## config.mk

```make
export PLATFORM = sky130hd
export DESIGN_NAME = lsu_unit_flat
export DESIGN_NICKNAME = d
export VERILOG_FILES = /design/src/rtl/lsu_unit_if.sv /design/src/rtl/lsu_unit.sv /design/src/flat_wrapper.sv
export SDC_FILE = /design/constraint.sdc
export NUM_CORES = 1
export LEC_CHECK = 0
export ABC_CLOCK_PERIOD_IN_PS = 3200
export CAP_MARGIN = 25
export CORE_MARGIN = 4
export CORE_UTILIZATION = 47
export DETAILED_ROUTE_END_ITERATION = 10
export PLACE_DENSITY = 0.8
export SKIP_CTS_REPAIR_TIMING = 1
export SYNTH_ARGS = -nofsm -noshare
export SYNTH_HDL_FRONTEND = slang
export SYNTH_SLANG_ARGS = --single-unit
```

## constraint.sdc

```tcl
create_clock -name clk -period 3.2 [get_ports clk]
set_input_delay 0.8 -clock clk [delete_from_list [all_inputs] [get_ports clk]]
set_output_delay 0.8 -clock clk [all_outputs]
set_load 0.02 [all_outputs]
```

## src/rtl/lsu_unit_if.sv

```systemverilog
// rtl/lsu_unit_if.sv - request, response and data-bus signal bundle for lsu_unit
interface lsu_unit_if;
    logic        req_valid;
    logic        req_ready;
    logic        mem_r;
    logic        mem_w;
    logic [2:0]  funct3;
    logic [63:0] addr;
    logic [63:0] wdata;
    logic        resp_valid;
    logic        resp_ready;
    logic [63:0] resp_data;
    logic        resp_err;
    logic        bus_req_valid;
    logic        bus_req_ready;
    logic        bus_we;
    logic [63:0] bus_addr;
    logic [63:0] bus_wdata;
    logic [7:0]  bus_wstrb;
    logic        bus_rvalid;
    logic [63:0] bus_rdata;

    modport slave (
        input  req_valid, mem_r, mem_w, funct3, addr, wdata, resp_ready,
               bus_req_ready, bus_rvalid, bus_rdata,
        output req_ready, resp_valid, resp_data, resp_err,
               bus_req_valid, bus_we, bus_addr, bus_wdata, bus_wstrb
    );

    modport master (
        output req_valid, mem_r, mem_w, funct3, addr, wdata, resp_ready,
               bus_req_ready, bus_rvalid, bus_rdata,
        input  req_ready, resp_valid, resp_data, resp_err,
               bus_req_valid, bus_we, bus_addr, bus_wdata, bus_wstrb
    );
endinterface

```

## src/rtl/lsu_unit.sv

```systemverilog
// rtl/lsu_unit.sv - single-outstanding 64-bit load/store unit with lane steering and extension
module lsu_unit #(
    parameter int unsigned TIMEOUT = 255
) (
    input logic       clk,
    input logic       rst_n,
    lsu_unit_if.slave lsu
);
    typedef enum logic [1:0] {IDLE = 2'd0, REQ = 2'd1, WAIT = 2'd2, RESP = 2'd3} state_t;

    localparam logic [31:0] TLAST = 32'(TIMEOUT - 1);

    state_t      state_q, state_d;
    logic [2:0]  off_q, off_d;
    logic [2:0]  f3_q, f3_d;
    logic        is_load_q, is_load_d;
    logic [31:0] tcnt_q, tcnt_d;
    logic        resp_valid_q, resp_valid_d;
    logic        resp_err_q, resp_err_d;
    logic [63:0] resp_data_q, resp_data_d;
    logic        bus_req_valid_q, bus_req_valid_d;
    logic        bus_we_q, bus_we_d;
    logic [63:0] bus_addr_q, bus_addr_d;
    logic [63:0] bus_wdata_q, bus_wdata_d;
    logic [7:0]  bus_wstrb_q, bus_wstrb_d;

    logic [7:0]  size_strb;
    logic        misaligned;
    logic        illegal;
    logic [63:0] lane;
    logic [63:0] load_ext;

    always_comb begin
        size_strb  = 8'h01;
        misaligned = 1'b0;
        case (lsu.funct3[1:0])
            2'b00: begin size_strb = 8'h01; misaligned = 1'b0;             end
            2'b01: begin size_strb = 8'h03; misaligned = lsu.addr[0];      end
            2'b10: begin size_strb = 8'h0F; misaligned = |lsu.addr[1:0];   end
            2'b11: begin size_strb = 8'hFF; misaligned = |lsu.addr[2:0];   end
            default: ;
        endcase
        illegal = (lsu.mem_r && lsu.mem_w)
               || (lsu.mem_r && lsu.funct3 == 3'b111)
               || (lsu.mem_w && lsu.funct3[2])
               || misaligned;
    end

    // Read data arrives as a full word; bring the addressed byte lane down to bit 0.
    always_comb begin
        lane = lsu.bus_rdata >> {off_q, 3'b000};
        case (f3_q)
            3'b000:  load_ext = {{56{lane[7]}},  lane[7:0]};
            3'b001:  load_ext = {{48{lane[15]}}, lane[15:0]};
            3'b010:  load_ext = {{32{lane[31]}}, lane[31:0]};
            3'b011:  load_ext = lane;
            3'b100:  load_ext = {56'd0, lane[7:0]};
            3'b101:  load_ext = {48'd0, lane[15:0]};
            3'b110:  load_ext = {32'd0, lane[31:0]};
            default: load_ext = 64'd0;
        endcase
    end

    always_comb begin
        state_d         = state_q;
        off_d           = off_q;
        f3_d            = f3_q;
        is_load_d       = is_load_q;
        tcnt_d          = tcnt_q;
        resp_valid_d    = resp_valid_q;
        resp_err_d      = resp_err_q;
        resp_data_d     = resp_data_q;
        bus_req_valid_d = bus_req_valid_q;
        bus_we_d        = bus_we_q;
        bus_addr_d      = bus_addr_q;
        bus_wdata_d     = bus_wdata_q;
        bus_wstrb_d     = bus_wstrb_q;
        case (state_q)
            IDLE: begin
                if (lsu.req_valid) begin
                    off_d     = lsu.addr[2:0];
                    f3_d      = lsu.funct3;
                    is_load_d = lsu.mem_r;
                    if (!lsu.mem_r && !lsu.mem_w) begin
                        state_d      = RESP;
                        resp_valid_d = 1'b1;
                        resp_err_d   = 1'b0;
                        resp_data_d  = 64'd0;
                    end else if (illegal) begin
                        state_d      = RESP;
                        resp_valid_d = 1'b1;
                        resp_err_d   = 1'b1;
                        resp_data_d  = 64'd0;
                    end else begin
                        state_d         = REQ;
                        bus_req_valid_d = 1'b1;
                        bus_we_d        = lsu.mem_w;
                        bus_addr_d      = {lsu.addr[63:3], 3'b000};
                        bus_wstrb_d     = lsu.mem_w ? (size_strb << lsu.addr[2:0]) : 8'd0;
                        bus_wdata_d     = lsu.mem_w ? (lsu.wdata << {lsu.addr[2:0], 3'b000}) : 64'd0;
                    end
                end
            end
            REQ: begin
                if (lsu.bus_req_ready) begin
                    bus_req_valid_d = 1'b0;
                    if (is_load_q) begin
                        state_d = WAIT;
                        tcnt_d  = 32'd0;
                    end else begin
                        // Writes are posted: acknowledge as soon as the bus takes them.
                        state_d      = RESP;
                        resp_valid_d = 1'b1;
                        resp_err_d   = 1'b0;
                        resp_data_d  = 64'd0;
                    end
                end
            end
            WAIT: begin
                if (lsu.bus_rvalid) begin
                    state_d      = RESP;
                    resp_valid_d = 1'b1;
                    resp_err_d   = 1'b0;
                    resp_data_d  = load_ext;
                end else if (TIMEOUT != 0) begin
                    if (tcnt_q == TLAST) begin
                        state_d      = RESP;
                        resp_valid_d = 1'b1;
                        resp_err_d   = 1'b1;
                        resp_data_d  = 64'd0;
                    end else begin
                        tcnt_d = tcnt_q + 32'd1;
                    end
                end
            end
            RESP: begin
                if (lsu.resp_ready) begin
                    state_d      = IDLE;
                    resp_valid_d = 1'b0;
                end
            end
            default: state_d = IDLE;
        endcase
    end

    always_ff @(posedge clk or negedge rst_n) begin
        if (!rst_n) begin
            state_q         <= IDLE;
            off_q           <= 3'd0;
            f3_q            <= 3'd0;
            is_load_q       <= 1'b0;
            tcnt_q          <= 32'd0;
            resp_valid_q    <= 1'b0;
            resp_err_q      <= 1'b0;
            resp_data_q     <= 64'd0;
            bus_req_valid_q <= 1'b0;
            bus_we_q        <= 1'b0;
            bus_addr_q      <= 64'd0;
            bus_wdata_q     <= 64'd0;
            bus_wstrb_q     <= 8'd0;
        end else begin
            state_q         <= state_d;
            off_q           <= off_d;
            f3_q            <= f3_d;
            is_load_q       <= is_load_d;
            tcnt_q          <= tcnt_d;
            resp_valid_q    <= resp_valid_d;
            resp_err_q      <= resp_err_d;
            resp_data_q     <= resp_data_d;
            bus_req_valid_q <= bus_req_valid_d;
            bus_we_q        <= bus_we_d;
            bus_addr_q      <= bus_addr_d;
            bus_wdata_q     <= bus_wdata_d;
            bus_wstrb_q     <= bus_wstrb_d;
        end
    end

    assign lsu.req_ready     = (state_q == IDLE);
    assign lsu.resp_valid    = resp_valid_q;
    assign lsu.resp_err      = resp_err_q;
    assign lsu.resp_data     = resp_data_q;
    assign lsu.bus_req_valid = bus_req_valid_q;
    assign lsu.bus_we        = bus_we_q;
    assign lsu.bus_addr      = bus_addr_q;
    assign lsu.bus_wdata     = bus_wdata_q;
    assign lsu.bus_wstrb     = bus_wstrb_q;
endmodule

```

## src/flat_wrapper.sv

```systemverilog
// flat-port wrapper written by rule: the top's interface ports become plain ports
module lsu_unit_flat 
#(
    parameter int unsigned TIMEOUT = 255
)
  (clk, rst_n, lsu_req_valid, lsu_mem_r, lsu_mem_w, lsu_funct3, lsu_addr, lsu_wdata, lsu_resp_ready, lsu_bus_req_ready, lsu_bus_rvalid, lsu_bus_rdata, lsu_req_ready, lsu_resp_valid, lsu_resp_data, lsu_resp_err, lsu_bus_req_valid, lsu_bus_we, lsu_bus_addr, lsu_bus_wdata, lsu_bus_wstrb);
  lsu_unit_if lsu_i ();
  input logic clk;
  input logic rst_n;
  input wire logic [$bits(lsu_i.req_valid)-1:0] lsu_req_valid;
  input wire logic [$bits(lsu_i.mem_r)-1:0] lsu_mem_r;
  input wire logic [$bits(lsu_i.mem_w)-1:0] lsu_mem_w;
  input wire logic [$bits(lsu_i.funct3)-1:0] lsu_funct3;
  input wire logic [$bits(lsu_i.addr)-1:0] lsu_addr;
  input wire logic [$bits(lsu_i.wdata)-1:0] lsu_wdata;
  input wire logic [$bits(lsu_i.resp_ready)-1:0] lsu_resp_ready;
  input wire logic [$bits(lsu_i.bus_req_ready)-1:0] lsu_bus_req_ready;
  input wire logic [$bits(lsu_i.bus_rvalid)-1:0] lsu_bus_rvalid;
  input wire logic [$bits(lsu_i.bus_rdata)-1:0] lsu_bus_rdata;
  output wire logic [$bits(lsu_i.req_ready)-1:0] lsu_req_ready;
  output wire logic [$bits(lsu_i.resp_valid)-1:0] lsu_resp_valid;
  output wire logic [$bits(lsu_i.resp_data)-1:0] lsu_resp_data;
  output wire logic [$bits(lsu_i.resp_err)-1:0] lsu_resp_err;
  output wire logic [$bits(lsu_i.bus_req_valid)-1:0] lsu_bus_req_valid;
  output wire logic [$bits(lsu_i.bus_we)-1:0] lsu_bus_we;
  output wire logic [$bits(lsu_i.bus_addr)-1:0] lsu_bus_addr;
  output wire logic [$bits(lsu_i.bus_wdata)-1:0] lsu_bus_wdata;
  output wire logic [$bits(lsu_i.bus_wstrb)-1:0] lsu_bus_wstrb;
  assign lsu_i.req_valid = lsu_req_valid;
  assign lsu_i.mem_r = lsu_mem_r;
  assign lsu_i.mem_w = lsu_mem_w;
  assign lsu_i.funct3 = lsu_funct3;
  assign lsu_i.addr = lsu_addr;
  assign lsu_i.wdata = lsu_wdata;
  assign lsu_i.resp_ready = lsu_resp_ready;
  assign lsu_i.bus_req_ready = lsu_bus_req_ready;
  assign lsu_i.bus_rvalid = lsu_bus_rvalid;
  assign lsu_i.bus_rdata = lsu_bus_rdata;
  assign lsu_req_ready = lsu_i.req_ready;
  assign lsu_resp_valid = lsu_i.resp_valid;
  assign lsu_resp_data = lsu_i.resp_data;
  assign lsu_resp_err = lsu_i.resp_err;
  assign lsu_bus_req_valid = lsu_i.bus_req_valid;
  assign lsu_bus_we = lsu_i.bus_we;
  assign lsu_bus_addr = lsu_i.bus_addr;
  assign lsu_bus_wdata = lsu_i.bus_wdata;
  assign lsu_bus_wstrb = lsu_i.bus_wstrb;
  lsu_unit #(.TIMEOUT(TIMEOUT)) u_core (.clk(clk), .rst_n(rst_n), .lsu(lsu_i));
endmodule
```

=== Word level (Yosys, flattened, before mapping) ===
Cells that the tools add are included.

* Bitwise gates (word level): 2
* Add/sub/neg operators: 1
* Reductions and logical operators: 24
* Shift-type cells: 3
* Eq/ne operators: 25
* Mux-type cells: 47

{| class="wikitable"
|+ Operator list
! kind !! number
|-
| $mux W64 || 8
|-
| $pmux W64 S7 || 1
|-
| $pmux W64 S3 || 1
|-
| $mux W32 || 4
|-
| $pmux W32 S2 || 1
|-
| $shl A64 B6 Y64 || 1
|-
| $shr A64 B6 Y64 || 1
|-
| $add A32 B1 Y32 const B || 1
|-
| $eq A32 B8 Y1 const B || 1
|-
| $pmux W8 S4 || 1
|-
| $mux W1 || 18
|-
| $ne A2 B2 Y1 const B || 8
|-
| $mux W2 || 7
|-
| $eq A3 B3 Y1 const B || 4
|-
| $reduce_and A6 Y1 || 2
|-
| $reduce_and A5 Y1 || 2
|-
| $eq A2 B2 Y1 const B || 4
|-
| $mux W8 || 1
|-
| $pmux W1 S4 || 2
|-
| $pmux W2 S4 || 1
|-
| $reduce_and A4 Y1 || 2
|-
| $shl A8 B3 Y8 || 1
|-
| $eq A3 B2 Y1 const B || 2
|-
| $eq A2 B1 Y1 const B || 2
|-
| other kinds (17) || 26
|}

* Word-level logic and storage cells: 115
* Bits in registers: 242

=== Longest topological paths before layout ===
Gate-level depths: netlist of the first run.

* Depth after elaboration: 9
* Gate-level depth with buffers: 10
* Gate-level depth less buffers: 8

=== Worst setup path after synthesis of the first run ===
OpenSTA, ideal clock, no wires.

* Kind: in2reg
* Start: input lsu_addr[1]
* End: register u_core.resp_data_q[62], in the netlist u_core.lsu.resp_data[62]
* Slack: 0.778 ns
* Arrival: 2.301 ns
* Path buffers: 3
* Stages: 9
* Data required time: 3.079 ns
* Cells stage by stage: buf_2 > o21a_1 > o221a_2 > o21bai_1 > a21oi_1 > and3b_1 > clkbuf_1 > buf_2 > a22o_1

* Word-level cells in the longest chain between the ends: 5
* Elaborated cells between the ends (all ways): 6
* Those cells by class: eq/ne (1); mux (1); reduce/logical (4)

{| class="wikitable"
|+ Ends and longest elaborated chain
! what !! RTL line !! text
|-
| start, declared || flat_wrapper.sv:14 || <nowiki>input wire logic [$bits(lsu_i.addr)-1:0] lsu_addr;</nowiki>
|-
| $reduce_or A3 Y1 or $reduce_or A2 Y1 (tied branches) || lsu_unit.sv:40, lsu_unit.sv:39 ||
|-
| $pmux W1 S4 (*) || lsu_unit.sv:36 || <nowiki>case (lsu.funct3[1:0])</nowiki>
|-
| $logic_or A1 B1 Y1 (*) || lsu_unit.sv:46 || <nowiki>|| misaligned;</nowiki>
|-
| $ne A3 B1 Y1 (no source line) (*) || -- ||
|-
| $reduce_and A6 Y1 (no source line) (*) || -- ||
|-
| end signal, assigned || lsu_unit.sv:169 || <nowiki>resp_data_q <= resp_data_d;</nowiki>
|-
| end, declared || lsu_unit.sv:20 || <nowiki>logic [63:0] resp_data_q, resp_data_d;</nowiki>
|}

Mark *: on every way between the ends. The rest lies on a longest branch, timed or not.
A chain may end at the register's enable or synchronous reset.

=== Worst setup path after layout of the first run ===
* Start: register u_core.state_q[0]
* End: output lsu_req_ready

* Word-level cells in the longest chain between the ends: 1

{| class="wikitable"
|+ Ends and longest elaborated chain
! what !! RTL line !! text
|-
| start, declared || lsu_unit.sv:13 || <nowiki>state_t state_q, state_d;</nowiki>
|-
| start signal, assigned || lsu_unit.sv:162 || <nowiki>state_q <= state_d;</nowiki>
|-
| $logic_not A2 Y1 || lsu_unit.sv:178 || <nowiki>assign lsu.req_ready = (state_q == IDLE);</nowiki>
|-
| end, declared || flat_wrapper.sv:20 || <nowiki>output wire logic [$bits(lsu_i.req_ready)-1:0] lsu_req_ready;</nowiki>
|}

No other way between the ends.

==> results summary, run 1 <==
The peak supply drop came out at about 0.0006 V. The number of global-route vias before repair is roughly 13k. The max-slew violation count was 0. After the first detailed-routing iteration, the DRC count stood at between 1.5k and 2k. The cell area after technology mapping came out at roughly 0.014 sq mm. The largest individual stage delay along the critical path comes from the cell sky130_fd_sc_hd__clkdlybuf4s50_1. Timing would allow up to 332 MHz. The core area is 0.0288 sq mm. The worst setup path is captured at a primary output.

The die footprint came out at around 0.032 sq mm. TritonCTS built the clock tree. The kind of cell adding the most delay to the critical path is buffers and inverters.

In this run the worst hold path is classified as primary input to asynchronous set/reset pin. The least setup slack across all paths after layout is 0.191 ns. The depth of the worst register-to-register path came out at 8. The initial core utilization is 47.7%. Counting the buffers created by CTS gives 28. The maximum number of pins on one net before global-route repair is 101.

The proportion of register bits with asynchronous set or reset after synthesis is 100%. Sorting the synthesized cells by area gives the leading types as sky130_fd_sc_hd__dfrtp_1 44%, sky130_fd_sc_hd__nand2_1 11%, sky130_fd_sc_hd__mux2i_1 5.5%, sky130_fd_sc_hd__a22o_1 5.2%, sky130_fd_sc_hd__mux4_2 5.1%. The clock skew is 0.0252 ns.

For the final routed database, the setup TNS stands at 0 ns. The most used flip-flop cell after synthesis is sky130_fd_sc_hd__dfrtp_1. Data arrives at the worst endpoint at 2.21 ns. The actual transition at the worst max-transition pin came out at 0.711 ns. Along the worst path, the maximum fanout reaches 11. By startpoint and endpoint, the worst setup path is classified as register to primary output. The final routed wire length divided by cell count came out at 22.1 um. The layout cell share with drive strength beyond 1 came out at 9.74%. The share of the cycle needed by the critical path after routing is 94.0%. The data required time of the worst path is 2.40 ns. The number of nets in the finished design came out at 2057. The number of failing hold endpoints at the final stage is 0. The leading area contributor after synthesis is sky130_fd_sc_hd__dfrtp_1. Across every metal layer, demand over resource in global routing totals 29.7%. The design draws 17.3 mW.

In this run the power density over the cells is 901 mW/mm^2. The number of core rows came out at 62. Setup repair after global routing left no endpoint under its margin.

For this run, design rule violations remaining after detail routing come to 0. Counting both buffers and inverters, the worst setup path holds a total of 2. The die height came out at approximately 180 um.

Setup violations remaining at the end of the flow were counted as 0. The synthesized design contains 242 register bits. Across the run, the number of max-cap violations was 0. The delay contributed by the slowest stage of the critical path is ~0.70 ns. The flow ran to the end, and the final reports show no timing, DRC or antenna violations.

The Yosys step of the flow raised 0 warnings. The buffer levels on the longest clock path came out at 3. Walking the worst path, the cells encountered are inv_1 -> ha_1 -> clkdlybuf4s50_1. The number of detailed-routing iterations run before antenna repair came out at 5. The number of nets still failing antenna checks after routing came out at 0.

In this run the number of H-tree levels came out at 1. The leakage power figure came out at roughly 8.5 nW. Once detailed placement completed, the half-perimeter wirelength came to approximately 36000 um. Counting every instance in the synthesized netlist gives 1484.

The final critical path time including I/O delays and setup came out at 3.01 ns. Summed over all layers, the global routing overflow is 0. Counting flops with a built-in enable in the synthesized netlist gives 0. The post-synthesis cell type count is 71. The total stage count of the critical path is 3.

The total I/O pin count came out at 408. The initial antenna violation count is 3. Each instance of the synthesized netlist takes up on average 9.25 sq um. The worst setup path is launched from a register. The final route contains approximately 13k vias. The master cell of the clock root buffer is sky130_fd_sc_hd__clkbuf_16.

After clock tree synthesis, the clock-pin slew on the worst setup and hold paths is 0.06 ns. At the placement stage, the worst setup path has a slack of between 0.06 and 0.07 ns. The source-to-sink clock delay at the later pin of the worst-skew pair came out at 0.55 ns.

The routed wire length is 49700 um. The wire length of the first global-routing pass came out at 74700 um. After synthesis, flip-flops and latches occupy ~44% of the total area.

The die span in x is 179 um. The register-to-register path setup slack is 0.61 ns. The last weighted congestion value of the routability-driven placer came out at 0.987.

The signed area change from the synthesized netlist to the final layout is 39.5%. In this run the critical register-to-register path is captured at u_core.lsu.resp_data[0]$_DFFE_PN0P_. The worst slew margin relative to its limit is 52.6%. The area share of the leading cell type in the synthesized netlist came out at 44.1%. The startpoint identified for the worst register-to-register timing path is u_core.state_q[0]$_DFFE_PN0P_. The count of buffers added on input and output ports is a little over 400.

The total number of clock tree sinks is 242. The via density per instance came out at 5.89.
## cell type report
| type | instances | area, sq um |
|---|---|---|
| Fill cell | 2239 | 9620 |
| Multi-Input combinational cell | 1102 | 7020 |
| Sequential cell | 242 | 6060 |
| Timing Repair Buffer | 451 | 4520 |
| Clock buffer | 40 | 786 |
| Tap cell | 384 | 480 |
| Clock inverter | 11 | 200 |
| Inverter | 23 | 86.3 |
| Antenna cell | 1 | 2.50 |
## Yosys cell counts, types with 6 or more instances
cell type,count
sky130_fd_sc_hd__nand2b_1,7
sky130_fd_sc_hd__o21ai_1,10
sky130_fd_sc_hd__buf_6,8
sky130_fd_sc_hd__buf_2,47
sky130_fd_sc_hd__mux2_2,33
sky130_fd_sc_hd__clkbuf_1,48
sky130_fd_sc_hd__a21o_1,8
sky130_fd_sc_hd__buf_4,12
sky130_fd_sc_hd__xnor2_1,16
sky130_fd_sc_hd__dfrtp_1,242
sky130_fd_sc_hd__nor2_1,77
sky130_fd_sc_hd__a22o_1,82
sky130_fd_sc_hd__ha_1,6
sky130_fd_sc_hd__o21ai_0,78
sky130_fd_sc_hd__o31ai_1,21
sky130_fd_sc_hd__a21oi_1,40
sky130_fd_sc_hd__mux2i_1,76
sky130_fd_sc_hd__nand4_1,8
sky130_fd_sc_hd__o22a_1,8
sky130_fd_sc_hd__nor4_1,14
sky130_fd_sc_hd__nor2b_1,12
sky130_fd_sc_hd__nor4b_1,7
sky130_fd_sc_hd__o21a_1,8
sky130_fd_sc_hd__o22ai_1,10
sky130_fd_sc_hd__inv_1,22
sky130_fd_sc_hd__a31oi_1,9
sky130_fd_sc_hd__or3_1,7
sky130_fd_sc_hd__nand3_1,46
sky130_fd_sc_hd__nor3_1,25
sky130_fd_sc_hd__nand2_1,388
sky130_fd_sc_hd__a211oi_1,23
sky130_fd_sc_hd__mux4_2,31
## cells by family (layout without fill, tap and decap cells)
kind of cell / after synthesis / after routing / synth area share (%)
compound gates: 316 / 316 / 16.0
fa+ha+maj: 6 / 6 / 0.547
mux: 141 / 141 / 13.4
buf+inv: 142 / 525 / 5.09
flops: 242 / 242 / 44.1
other cells: 1 / 4 / 0.0273
simple gates: 617 / 617 / 19.6
xor+xnor: 19 / 19 / 1.21
## cell usage in the layout (no fill, tap or decap), types with 7 or more instances in the layout
cell,count
sky130_fd_sc_hd__o22a_1,8
sky130_fd_sc_hd__dfrtp_1,239
sky130_fd_sc_hd__a31oi_1,9
sky130_fd_sc_hd__xnor2_1,16
sky130_fd_sc_hd__o31ai_1,21
sky130_fd_sc_hd__nor4_1,14
sky130_fd_sc_hd__clkbuf_1,8
sky130_fd_sc_hd__mux2_2,33
sky130_fd_sc_hd__mux4_2,31
sky130_fd_sc_hd__or3_1,7
sky130_fd_sc_hd__o21ai_0,78
sky130_fd_sc_hd__o22ai_1,10
sky130_fd_sc_hd__nor3_1,25
sky130_fd_sc_hd__clkdlybuf4s50_1,401
sky130_fd_sc_hd__nand2_1,387
sky130_fd_sc_hd__clkbuf_16,28
sky130_fd_sc_hd__a21oi_1,40
sky130_fd_sc_hd__o21a_1,8
sky130_fd_sc_hd__a21o_1,8
sky130_fd_sc_hd__nand2b_1,7
sky130_fd_sc_hd__nand3_1,45
sky130_fd_sc_hd__inv_1,22
sky130_fd_sc_hd__mux2i_1,76
sky130_fd_sc_hd__a211oi_1,23
sky130_fd_sc_hd__o21ai_1,10
sky130_fd_sc_hd__a22o_1,82
sky130_fd_sc_hd__nor2_1,77
sky130_fd_sc_hd__nand4_1,8
sky130_fd_sc_hd__buf_12,10
sky130_fd_sc_hd__buf_4,38
sky130_fd_sc_hd__nor2b_1,12
## routing by layer
metal	wire length (um)	part of all wire, %	track usage, %
met3	4850	9.8	6.83
met4	2510	5.0	13.3
met1	18200	37	35.9
met5	31	0.062	0
met2	24100	48	50.5
## worst max path at each step
| stage | startpoint | to | slack, ns |
|---|---|---|---|
| global route | u_core.state_q[0]$_DFFE_PN0P_ | lsu_req_ready | 0.12 |
| CTS | u_core.state_q[1]$_DFFE_PN0P_ | lsu_req_ready | 0.20 |
| global placement | lsu_funct3[1] | u_core.lsu.resp_data[17]$_DFFE_PN0P_ | 0.17 |
| floorplan | lsu_addr[1] | u_core.lsu.resp_data[62]$_DFFE_PN0P_ | 0.78 |
| finish | u_core.state_q[0]$_DFFE_PN0P_ | lsu_req_ready | 0.19 |
| detailed placement | lsu_bus_rdata[55] | u_core.lsu.resp_data[50]$_DFFE_PN0P_ | 0.06 |
## power breakdown
part | internal (mW) | leakage, nW | switching, mW
Combinational | 3.85 | 4.81 | 4.92
Sequential | 4.17 | 3.24 | 0.909
Clock | 2.11 | 0.473 | 1.30
Total | 10.1 | 8.52 | 7.13
## registers in the layout, indices dropped and copies added (netlist names)
name                      cells
u_core.state_q                2
u_core.tcnt_q                32
u_core.lsu.resp_valid         1
u_core.lsu.resp_data         64
u_core.off_q                  3
u_core.lsu.bus_we             1
u_core.f3_q                   3
u_core.lsu.bus_wdata         64
u_core.lsu.bus_wstrb          8
u_core.lsu.resp_err           1
u_core.lsu.bus_req_valid      1
u_core.is_load_q              1
u_core.lsu.bus_addr          61
## per-stage QoR
| stage | instance area (sq um) | hold WS [ns] | utilization (%) | instances |
|---|---|---|---|---|
| 2_1_floorplan | 13700 | 0.484 | - | 1486 |
| 3_3_place_gp | 18200 | 0.452 | 63.1 | 2202 |
| 3_5_place_dp | 18200 | 0.455 | 63.1 | 2202 |
| 4_1_cts | 19200 | 0.284 | 66.6 | 2253 |
| 5_1_grt | 19200 | 0.320 | 66.6 | 2254 |
| 6_report | 19200 | 0.260 | 66.6 | 2254 |
(Power assumes the default switching activity.)
==> run 2: changes to the inputs <==
CORE_MARGIN = unset   (was 4)
==> results summary, run 2 (synthesis gave the netlist of run 1 again) <==
The HPWL reported at the end of detailed placement is 35500 um (-2.7%). The die footprint came out at 0.0299 sq mm (-6.6%). The number of nets in the finished design is 2063 (+0.29%). The buffer levels on the longest clock path is 3 (unchanged).

The worst min-delay path category is primary input to asynchronous set/reset pin. The starting DRC count in detailed routing came out at 1286 (-14%). The data required time of the worst path is 2.40 ns (about the same). The number of failing hold endpoints at the final stage came to 0 (unchanged). The layout cell share with drive strength beyond 1 came out at 10.2% (+0.51 points).

The setup-violating endpoint count in the final report came to 0 (unchanged). The number of nets still failing antenna checks after routing came out at 0 (unchanged). The switching share of power came out at 42.1% (+0.74 points). The overall via count from detail_route was 13.3k (-0.030%). The initial core utilization came out at 47.8% (+0.13 points). The number of port buffers came out at 404 (unchanged). The summed negative setup slack over all endpoints is 0 ns (unchanged). The clock slew at the register clock pins of the worst setup and hold paths is 0.06 ns (about the same). The signed area change from the synthesized netlist to the final layout is 39.3%. The max-slew violation count is 0 (unchanged). The number of design rule violations left after detail routing came out at 0 (unchanged). The number of detailed-routing iterations run before antenna repair is 5 (unchanged). The die span in x came out at 173 um (-3.4%). Setup repair after global routing left no endpoint under its margin. The leakage power figure came out at 8.52 nW (about the same). The number of core rows came out at 62 (unchanged). The actual transition at the worst max-transition pin is 0.923 ns (+0.212 ns). In the layout the commonest cells are 401 x sky130_fd_sc_hd__clkdlybuf4s50_1, 387 x sky130_fd_sc_hd__nand2_1, 239 x sky130_fd_sc_hd__dfrtp_1. The final routed wire length divided by cell count is 21.2 um (-3.6%). The worst setup path is launched from a register. The die height came out at 173 um (-3.4%).

The sequential fraction of design power came out at 30.0% (+0.6 points). The worst slew margin relative to its limit came out at 38.2% (-14 points). The total CTS buffers is 27 (-3.6%).

The delay contributed by the slowest stage of the critical path came out at 0.69 ns (about the same). The highest achievable clock rate is 335 MHz (+0.65%). The number of H-tree branching levels is 1 (unchanged). The overall track demand over capacity in global routing came out at 31.7% (+2.1 points). The global-route congestion overflow total came to 0 (unchanged).

The cell sitting at the root of the clock tree is a sky130_fd_sc_hd__clkbuf_16. The clock skew is 0.0176 ns (-0.00759 ns). The slowest cell on the critical path is sky130_fd_sc_hd__clkdlybuf4s50_1. The run finished with clean final reports. The last weighted congestion value of the routability-driven placer came out at 1.00 (+1.7%).

The total power density per cell area is 882 mW/mm^2 (-2.1%). The final critical path time including I/O delays and setup is 2.99 ns (-0.0194 ns). The initial antenna violation count came out at 3 (unchanged). Walking the worst path, the cells encountered are inv_1 -> ha_1 -> clkdlybuf4s50_1.

The source-to-sink clock delay at the later pin of the worst-skew pair is 0.54 ns (about the same). The capturing element type of the critical path is a primary output. The data arrival at the endpoint of the critical path is 2.19 ns (-0.02 ns).

The internal power came out at 9.77 mW (-3.5%). The maximum number of pins on one net before global-route repair came out at 91 (-9.9%). TritonCTS built the clock tree. The number of global-route vias before repair is 13.0k (-1.1%). The via density per instance is 5.87 (-0.30%).

The share of the cycle needed by the critical path after routing came to 93.4% (-0.61 points). The max-capacitance violation count came to 0 (unchanged). The maximum fanout encountered on the critical timing path is 11 (unchanged).

The combinational power share is 52.3% (+1.5 points). The total number of clock tree sinks came out at 242 (unchanged). The kind of critical path is register to primary output. The post-place instance area came out at 0.0183 sq mm (+0.56%).

The routed wire length came to 48000 um (-3.4%). The cell area after layout came out at 0.0191 sq mm (-0.17%). The wire length of the first global-routing pass came out at 74500 um (-0.22%). The total I/O pin count came out at 408 (unchanged). The most common library cell in the layout ignoring fill and taps is sky130_fd_sc_hd__clkdlybuf4s50_1. The share of power burned in the clock network is 17.7% (-2.1 points). The core area came to 0.0287 sq mm (-0.27%). The switching component of the power is 7.10 mW (-0.49%). The peak supply drop came out at 0.000540 V (-9.6%).
run 2: cell types whose count changed in the layout (fill, tap and decap cells not counted), sizes merged:
cell      before  now
bufinv         5    0
clkinvlp       2    4
buf           50   57
inv           23   24
clkbuf        40   36
diode          1    2
clkinv         4    8
run 2: final timing paths:
kind | startpoint | to | slack, ns | cells past startpoint
setup reg to reg | u_core.state_q[0]$_DFFE_PN0P_ | u_core.lsu.resp_data[14]$_DFFE_PN0P_ | 0.54 | 7
hold reg to reg | u_core.lsu.bus_wdata[40]$_DFFE_PN0P_ | u_core.lsu.bus_wdata[40]$_DFFE_PN0P_ | 0.47 | 2
setup / recovery | u_core.state_q[0]$_DFFE_PN0P_ | lsu_req_ready | 0.21 | 3
hold / removal | rst_n | u_core.lsu.resp_data[12]$_DFFE_PN0P_ | 0.19 | 1
min in group clk | u_core.lsu.bus_wdata[40]$_DFFE_PN0P_ | u_core.lsu.bus_wdata[40]$_DFFE_PN0P_ | 0.47 | 2
max in group asynchronous | rst_n | u_core.lsu.resp_data[21]$_DFFE_PN0P_ | 2.23 | 2
run 2: stage by stage:
step	power [mW]	hold WS [ns]	instances	worst slack (ns)	utilization, %
after global routing	17.7	0.245	2259	0.144	66.6
after floorplan	10.0	0.484	1486	0.778	-
after global placement	13.7	0.451	2209	-0.000645	63.7
after CTS	16.9	0.223	2258	0.195	66.6
after detailed placement	13.8	0.455	2209	0.0271	63.7
final	16.9	0.192	2260	0.211	66.6
run 2: critical path, delay by kind of cell, from the launching register on:
family,cells,cell delay (ns)
adders and majority gates,1,0.43
buffers and inverters,2,0.80
DFF,1,0.44
run 2: area by class of cell:
cell class                 count  area (sq um)
multi-input combinational   1102          7020
clock inverter                13          78.8
timing repair buffer         458          4620
antenna                        2          5.00
clock buffer                  36           769
inverter                      23          86.3
fill                        2356          9580
sequential                   242          6060
tap                          384           480
run 2: power by group through the flow:
stage / Clock [mW] / Sequential (mW) / Combinational [mW]
2_1_floorplan: 0 / 6.05 / 3.97
3_3_place_gp: 0 / 5.04 / 8.62
3_5_place_dp: 0 / 5.06 / 8.78
4_1_cts: 3.03 / 5.04 / 8.80
5_1_grt: 3.15 / 5.18 / 9.38
6_report: 2.99 / 5.06 / 8.83
run 2: metal layers:
metal	vias to the layer above	share of wire (%)	global-route usage, %	routed length (um)
met5	-	0.023	0	11
met4	2	5.8	16.7	2770
met3	146	8.8	7.50	4230
met2	704	48	53.0	23100
met1	6420	37	38.1	18000
li1	5994	-	-	-
